[config.mk]
export PLATFORM = sky130hd
export DESIGN_NAME = mux_41_arb
export DESIGN_NICKNAME = d
export VERILOG_FILES = /design/src/rtl/mux_41_arb.sv
export SDC_FILE = /design/constraint.sdc
export NUM_CORES = 1
export LEC_CHECK = 0
export BUFFER_PORTS_ARGS = -buffer_cell sky130_fd_sc_hd__buf_2
export CAP_MARGIN = 5
export CORE_MARGIN = 2
export CORE_UTILIZATION = 50
export CTS_BUF_LIST = sky130_fd_sc_hd__clkbuf_16
export DETAILED_ROUTE_END_ITERATION = 10
export GPL_TIMING_DRIVEN = 0
export PLACE_DENSITY = 0.81
export REMOVE_ABC_BUFFERS = 1
export SLEW_MARGIN = 30
export SYNTH_ARGS = -nofsm -noshare
export SYNTH_HDL_FRONTEND = slang
export SYNTH_SLANG_ARGS = --single-unit
[constraint.sdc]
create_clock -name clk -period 3.09 [get_ports clk]
set_input_delay 0.618 -clock clk [delete_from_list [all_inputs] [get_ports clk]]
set_output_delay 0.618 -clock clk [all_outputs]
set_load 0.02 [all_outputs]
[src/rtl/mux_41_arb.sv]
// Four-requester round-robin arbiter with an output mux. A grant lasts until the
// requester drops its request or MAX_BEATS transfers complete. One IDLE cycle follows each grant.
module mux_41_arb #(
   parameter int DW        = 1,
   parameter int MAX_BEATS = 4
) (
   input  logic          clk,
   input  logic          rst_n,
   input  logic [3:0]    req,
   input  logic [DW-1:0] din_a,
   input  logic [DW-1:0] din_b,
   input  logic [DW-1:0] din_c,
   input  logic [DW-1:0] din_d,
   output logic [3:0]    in_ready,
   output logic          out_valid,
   output logic [DW-1:0] out_data,
   input  logic          out_ready,
   output logic [3:0]    gnt,
   output logic          s1,
   output logic          s2
);

   typedef enum logic {IDLE, GRANT} state_t;

   localparam logic [3:0] LAST_BEAT = 4'(MAX_BEATS - 1);

   state_t        state_q, state_d;
   logic [3:0]    gnt_d;
   logic [1:0]    sel_q, sel_d;
   logic [1:0]    ptr_q, ptr_d;
   logic [3:0]    cnt_q, cnt_d;
   logic [1:0]    winner;
   logic [1:0]    cand;
   logic          found;
   logic          beat;
   logic          release_now;
   logic [DW-1:0] lane;

   // Search order starts just after the last released index, so it wraps to ptr itself last.
   always_comb begin
      winner = ptr_q;
      cand   = '0;
      found  = 1'b0;
      for (int i = 1; i <= 4; i++) begin
         cand = ptr_q + 2'(i);
         if (!found && req[cand]) begin
            winner = cand;
            found  = 1'b1;
         end
      end
   end

   always_comb begin
      case (sel_q)
         2'd0:    lane = din_a;
         2'd1:    lane = din_b;
         2'd2:    lane = din_c;
         default: lane = din_d;
      endcase
   end

   assign out_valid   = (state_q == GRANT) && req[sel_q];
   assign out_data    = (|gnt) ? lane : '0;
   assign in_ready    = gnt & {4{out_ready}};
   assign beat        = out_valid && out_ready;
   assign release_now = (state_q == GRANT) && (!req[sel_q] || (beat && (cnt_q == LAST_BEAT)));
   assign s1          = sel_q[1];
   assign s2          = sel_q[0];

   always_comb begin
      state_d = state_q;
      gnt_d   = gnt;
      sel_d   = sel_q;
      ptr_d   = ptr_q;
      cnt_d   = cnt_q;
      case (state_q)
         IDLE: begin
            gnt_d = 4'b0000;
            if (found) begin
               state_d = GRANT;
               gnt_d   = 4'b0001 << winner;
               sel_d   = winner;
               cnt_d   = 4'd0;
            end
         end
         GRANT: begin
            if (release_now) begin
               state_d = IDLE;
               gnt_d   = 4'b0000;
               ptr_d   = sel_q;
            end else if (beat) begin
               cnt_d = cnt_q + 4'd1;
            end
         end
         default: begin
            state_d = IDLE;
            gnt_d   = 4'b0000;
         end
      endcase
   end

   always_ff @(posedge clk or negedge rst_n) begin
      if (!rst_n) begin
         state_q <= IDLE;
         gnt     <= 4'b0000;
         sel_q   <= 2'b00;
         ptr_q   <= 2'b11;
         cnt_q   <= 4'd0;
      end else begin
         state_q <= state_d;
         gnt     <= gnt_d;
         sel_q   <= sel_d;
         ptr_q   <= ptr_d;
         cnt_q   <= cnt_d;
      end
   end

endmodule

==> results of run 1 <==
## state kept, by name (all words and copies together), names as in the netlist
register,cells
ptr_q,2
cnt_q,4
state_q,1
gnt,4
sel_q,2
## routing by layer
layer | global-route usage [%] | share of wire, % | vias up
met5 | 0 | 0 | -
li1 | - | - | 311
met1 | 22.0 | 45 | 309
met4 | 5.63 | 1.6 | 0
met2 | 27.3 | 45 | 25
met3 | 8.09 | 8.2 | 5
## worst paths after layout
check / from / endpoint / slack [ns]
max: req[3] / out_valid / 0.89
max reg2reg: sel_q[1] / ptr_q[0] / 1.34
max in group asynchronous: rst_n / ptr_q[0] / 2.55
min in group clk: cnt_q[3] / cnt_q[3] / 0.51
min: rst_n / sel_q[1] / 0.25
min reg2reg: cnt_q[3] / cnt_q[3] / 0.51
## placed cells by master (no fill, tap or decap), types with 3 or more instances in the layout
cell	instances
buf_2	22
dfrtp_1	11
nand2_1	9
mux2i_1	5
and2_1	4
a21oi_1	3
nand2b_1	3
nand3_1	3
clkbuf_16	3
## cell type report
| class | instances | area share [%] |
|---|---|---|
| well taps | 15 | 1.99 |
| repair buffers | 22 | 11.7 |
| flip-flops and latches | 13 | 34.7 |
| inverters | 1 | 0.397 |
| clock inverters | 1 | 0.397 |
| clock buffers | 3 | 7.95 |
| multi-input cells | 55 | 42.9 |
## per-stage QoR
stage	total power [mW]	cells	hold slack [ns]	setup slack (ns)	utilization [%]
floorplan	0.623	69	0.322	1.19	-
global placement	0.738	106	0.491	0.900	64.1
detailed placement	0.750	106	0.506	0.894	64.1
CTS	0.993	110	0.265	0.884	70.0
global route	1.04	110	0.277	0.828	70.0
finish	0.985	110	0.254	0.886	70.0
## worst register-to-register path: cells and delay by family, from the launching register on
family | cells | cell delay (ns)
AOI/OAI and AO/OA | 1 | 0.32
muxes | 2 | 0.93
DFF | 1 | 0.42
## cells by family after synthesis
logic type                 count (synthesis)  synth area share (%)
AOI/OAI and AO/OA                         15                  14.5
adders and majority gates                  1                  1.66
and+or+nand+nor                           30                  21.6
buffers and inverters                      3                  2.49
muxes                                      9                  16.1
DFF                                       13                  43.6
## report_power, final
group	switching, mW	internal, mW	leakage [nW]
Combinational	0.235	0.195	0.284
Sequential	0.0741	0.244	0.164
Clock	0.0658	0.170	0.0423
Total	0.375	0.610	0.490
==> reports/qor.yml, run 1 <==
outcome: "completed"
async_flop_share_pct: 100
grt_usage_pct: 17.7
path_buf_inv: 2
synth.top_cell.area_share_pct: 36.6
drive_above_1_share_pct: 33.7
cp_top_family: "multiplexers"
final_cell_area_sq_um: 945
avgSynthCellArea_sq_um: 10.6
vias: 650
worst_ep_required_time_ns: 2.47
netlist_area_sq_um: 752
tightestPinTransition_ns: 0.341
r2r_cells: 3
postCtsHoldBufs: 0
ys_seq_area_share_pct: 43.6
insertion_delay_ns: 0.24
wl_per_cell_microns: 13.4
dr.pass1.iters: 4
routed_wl_microns: 1470
drt_iter0_markers: 12
cts_buffers: 3
diodes: 0
rsz0062_at_grt: "no"
cp.depth: 4
crit_path_max_fanout: 5
antenna_found_initial: 0
tritoncts: "done"
clk_path_buf_depth: 2
finalHoldViolCount: 0
critical_path.cell_chain: "buf_2, mux4_2, and2_4, buf_2"
cts_setup_buffers: 0
tns_ns: 0
p_leak_nw: 0.490
hpwl_microns: 1120
synth_area_leader_cell: "dfrtp_1"
grt_start_max_net_pins: 14
grt_pass1_vias: 544
crit_top_cell: "buf_2"
powerDensity_nw_per_um2: 1040
synth_most_common_cell: "dfrtp_1"
area_growth_pct: 25.6
cts_resized: 0
yosys-top-cells-count: "dfrtp_1 (11), nand2_1 (9), mux2i_1 (5)"
synth_edf_count: 0
slew_headroom_pct: 77.0
synth_cells: 71
multi_input_area_sq_um: 405
ys_warn_count: 0
drc: 0
place_area_sq_um: 866
endpoint_kind: "output pin"
finalNetCount: 108
grt_pass1_wl_microns: 2370
numClockSinks: 13
cp_slowest_cell: "mux4_2"
synth-seq-cells: 13
period_share_pct: 71.3
hold_path_class: "input port to async pin"
gr-total-overflow: 0
htreeDepth: 1
synth_cell_types: 32
cts_root_buf: "clkbuf_16"
clk_pin_slew_ns: 0.04
finalClockSkew_ns: 0.00468
coreArea_sq_um: 1350
drv_cap: 0
drt-vias-per-instance: 5.91
ff_latch_area_sq_um: 328
period_minus_slack_ns: 2.20
setup_viol: 0
fillers: 101
portBuffers: 22
cpPeakStageDelay_ns: 0.49
synth_area_leaders: "dfrtp_1 (37%), dfstp_2 (7.0%), mux2i_1 (6.7%)"
pin_count: 23
die_w_microns: 42.8
drtAntennaViolNets: 0
slew_viol_final: 0
max_freq_mhz: 454
initial_core_util_pct: 55.7
synth_ff_type: "dfrtp_1"
gp_congestion: 0.957
critPathKind: "input port to output pin"
peakVddDrop_mv: 0.636
start_kind: "input port"
arrival_ns: 1.59
fp-row-count: 13
die_area_sq_um: 1830
chipHeight_microns: 42.8
No activity file was read; power rests on OpenSTA's default activity.
==> run 2, diff against run 1 <==
Settings changed: CORE_UTILIZATION 50 to 49, PLACE_DENSITY 0.81 to 0.8.
Clock period 3.09 ns to 2.2 ns, I/O delays scaled along.
==> reports/qor.yml, run 2 (synthesized netlist as in run 1, its figures left out) <==
largestRegisters: "cnt_q x4, gnt x4"
dr.pass1.iters: 4
fillers: 124
insertion_delay_ns: 0.24
gr-total-overflow: 0
tightestPinTransition_ns: 0.361
critPathKind: "flop to output pin"
pin_count: 23
gp_congestion: 0.798
drv_cap: 0
worst_ep_required_time_ns: 1.76
arrival_ns: 1.56
wl_per_cell_microns: 13.7
start_kind: "flop"
met3_usage_pct: 3.83
initial_core_util_pct: 51.1
clk_path_buf_depth: 2
slew_viol_final: 0
r2r_slack_ns: 0.44
use_met2_pct: 32.8
tritoncts: "done"
setup_viol: 0
grt_start_max_net_pins: 14
period_minus_slack_ns: 2.00
drt_iter0_markers: 9
powerDensity_nw_per_um2: 1470
use_met1_pct: 21.6
antenna_found_initial: 0
peakVddDrop_mv: 0.816
fp-row-count: 14
die_w_microns: 43.2
area_growth_pct: 25.8
hold_path_class: "input port to async pin"
routed_wl_microns: 1520
hold_ws_ns: 0.0751
crit_path_max_fanout: 5
max_freq_mhz: 501
drive_above_1_share_pct: 33.7
portBuffers: 22
drtAntennaViolNets: 0
vias: 633
clk_pin_slew_ns: 0.04
power_mw: 1.39
coreArea_sq_um: 1470
drt-vias-per-instance: 5.70
cts_buffers: 3
finalHoldViolCount: 0
cts_setup_buffers: 0
drc: 0
endpoint_kind: "output pin"
finalClockSkew_ns: 0.000872
rsz0062_at_grt: "no"
finalNetCount: 108
rr_startpoint: "sel_q[1]"
globalRoute.busiestLayer: "met2"
final_common_cell: "buf_2"
chipHeight_microns: 43.2
final_cell_mix: "buf_2 (22), dfrtp_1 (11), nand2_1 (9)"
diodes: 0
slew_headroom_pct: 75.7
numClockSinks: 13
die_area_sq_um: 1860
timing.rr.end: "ptr_q[1]"
cts_root_buf: "clkbuf_16"
grt_pass1_wl_microns: 2530
cts_resized: 0
postCtsHoldBufs: 0
hpwl_microns: 1190
p_leak_nw: 0.490
htreeDepth: 1
period_share_pct: 90.7
tns_ns: 0
outcome: "completed"
grt_usage_pct: 18.3
r2r_cells: 3
grt_pass1_vias: 614
## run 2: cell counts in the layout (fill, tap and decap cells not counted)
No cell type changed its count.
## run 2: worst max path at each step
stage / startpoint / to / slack (ns) / cells past startpoint
floorplan: sel_q[1] / ptr_q[0] / 0.48 / 3
global placement: req[3] / out_valid / 0.37 / 4
detailed placement: req[3] / ptr_q[1] / 0.35 / 4
CTS: sel_q[1] / out_valid / 0.20 / 3
global route: sel_q[1] / out_valid / 0.15 / 3
finish: sel_q[1] / out_valid / 0.20 / 3
## run 2: where the power goes
part	internal [mW]	total [mW]	switching (mW)
Combinational	0.275	0.606	0.332
Clock	0.239	0.332	0.0932
Sequential	0.343	0.450	0.106
Total	0.857	1.39	0.532
## run 2: final cells by class
cell class	instances	area, sq um	area share, %
timing repair buffer	22	110	11.6
inverter	1	3.75	0.397
clock inverter	1	3.75	0.397
clock buffer	3	75.1	7.94
sequential	13	328	34.7
multi-input combinational	55	405	42.9
tap	16	20.0	2.12
## run 2: stage by stage
stage                     utilization (%)  worst slack, ns  instance area [sq um]  cells
after floorplan                         -            0.480                    737     69
after global placement               58.9            0.373                    867    107
after detailed placement             58.9            0.345                    867    107
after CTS                            64.3            0.200                    946    111
after global routing                 64.3            0.150                    946    111
final                                64.3            0.204                    946    111
## run 2: worst max-delay path: stages (launching register included)
cell,delay [ns]
dfrtp_1,0.43
mux4_2,0.55
and2_4,0.19
buf_2,0.15
## run 2: metal layers
| layer | vias to the layer above | routed length (microns) |
|---|---|---|
| li1 | 311 | - |
| met1 | 299 | 664 |
| met2 | 21 | 761 |
| met4 | 0 | 14 |
| met5 | - | 0 |
| met3 | 2 | 79 |
==> run 3, diff against run 2 <==
Clock period 2.2 ns to 1.89 ns, I/O delays scaled along.
==> reports/qor.yml, run 3 (synthesized netlist as in run 1, its figures left out) <==
postCtsHoldBufs: 0
drt_iter0_markers: 6
drive_above_1_share_pct: 35.1
finalNetCount: 110
period_share_pct: 97.1
setup_viol: 0
chipHeight_microns: 43.2
grt_start_max_net_pins: 14
die_w_microns: 43.2
final_common_cell: "buf_2"
dr.pass1.iters: 5
die_area_sq_um: 1860
antenna_found_initial: 0
clk_pin_slew_ns: 0.04
pwr-share-clk_pct: 23.3
htreeDepth: 1
numClockSinks: 13
combinationalPowerShare_pct: 46.4
critPathKind: "flop to output pin"
rsz0062_at_grt: "no"
drv_cap: 0
initial_core_util_pct: 51.1
pin_count: 23
largestRegisters: "cnt_q x4, gnt x4"
drc: 0
grt_pass1_wl_microns: 2560
final_cell_mix: "buf_2 (21), dfrtp_1 (11), nand2_1 (9)"
final_cells: 113
arrival_ns: 1.46
slew_viol_final: 0
worst_ep_required_time_ns: 1.51
area_growth_pct: 28.6
hold_path_class: "input port to async pin"
dp.cells: 107
cts_root_buf: "clkbuf_16"
grt_usage_pct: 18.6
period_minus_slack_ns: 1.84
diodes: 0
crit_path_max_fanout: 5
p_int_mw: 1.04
endpoint_kind: "output pin"
insertion_delay_ns: 0.24
finalHoldViolCount: 0
fp-row-count: 14
finalClockSkew_ns: 0.00104
tightestPinTransition_ns: 0.368
gr-total-overflow: 0
coreArea_sq_um: 1470
slew_headroom_pct: 75.2
p_switching_mw: 0.634
p_leak_nw: 0.501
p_sw_share_pct: 37.9
portBuffers: 22
vias: 650
drtAntennaViolNets: 0
tns_ns: 0
tritoncts: "done"
max_freq_mhz: 545
outcome: "completed"
start_kind: "flop"
grt_pass1_vias: 627
cts_buffers: 3
routed_wl_microns: 1560
wl_per_cell_microns: 13.8
drt-vias-per-instance: 5.75
powerDensity_nw_per_um2: 1730
seq_power_share_pct: 30.4
gp_congestion: 0.798
peakVddDrop_mv: 0.988
clk_path_buf_depth: 2
hpwl_microns: 1190
-- run 3: repair_timing --
item / CTS / global route
buffers inserted: 2 / 0
pin swaps: 0 / 0
gates resized for setup: 0 / 2
endpoints found under the setup margin: 2 / 1
-- run 3: per-layer routing --
layer / wire (microns) / track usage, % / vias to the layer above / share of wire [%]
li1: - / - / 313 / -
met1: 642 / 22.0 / 302 / 41
met2: 790 / 33.4 / 33 / 51
met3: 111 / 3.83 / 2 / 7.1
met4: 17 / 5.45 / 0 / 1.1
met5: 0 / 0 / - / 0
-- run 3: worst paths after layout --
| check | start | end | slack (ns) | depth (start not counted) |
|---|---|---|---|---|
| worst max-delay path | sel_q[1] | out_valid | 0.05 | 3 |
| worst min-delay path | rst_n | gnt[3] | 0.009 | 1 |
| worst min register to register | cnt_q[3] | cnt_q[3] | 0.51 | 1 |
| max in group asynchronous | rst_n | ptr_q[1] | 1.61 | 1 |
| min in group clk | out_ready | cnt_q[2] | 0.49 | 3 |
| worst max register to register | sel_q[1] | ptr_q[1] | 0.20 | 3 |
-- run 3: power by group through the flow --
stage,Combinational (mW),Sequential (mW),Clock (mW)
floorplan,0.448,0.570,0
global placement,0.697,0.513,0
detailed placement,0.705,0.527,0
CTS,0.761,0.505,0.399
global route,0.833,0.525,0.415
finish,0.775,0.508,0.389
-- run 3: critical path, stage by stage (launching register included) --
cell	delay, ns
dfrtp_1	0.37
mux4_2	0.53
and2_4	0.20
buf_6	0.13
-- run 3: area by class of cell --
| cell class | instances | area, sq um |
|---|---|---|
| Sequential cell | 13 | 328 |
| Fill cell | 119 | 504 |
| Clock inverter | 1 | 3.75 |
| Timing Repair Buffer | 24 | 131 |
| Tap cell | 16 | 20.0 |
| Inverter | 1 | 3.75 |
| Multi-Input combinational cell | 55 | 405 |
| Clock buffer | 3 | 75.1 |
-- run 3: per-stage QoR --
step	util (%)	setup WS (ns)	hold slack (ns)	total power [mW]	cell area, sq um
final	65.7	0.0541	0.00925	1.67	967
after detailed placement	58.9	0.0973	0.278	1.23	867
after floorplan	-	0.170	0.0824	1.02	737
after global routing	65.7	0.0105	0.0365	1.77	967
after global placement	58.9	0.125	0.273	1.21	867
after CTS	65.3	0.0289	0.0202	1.67	961
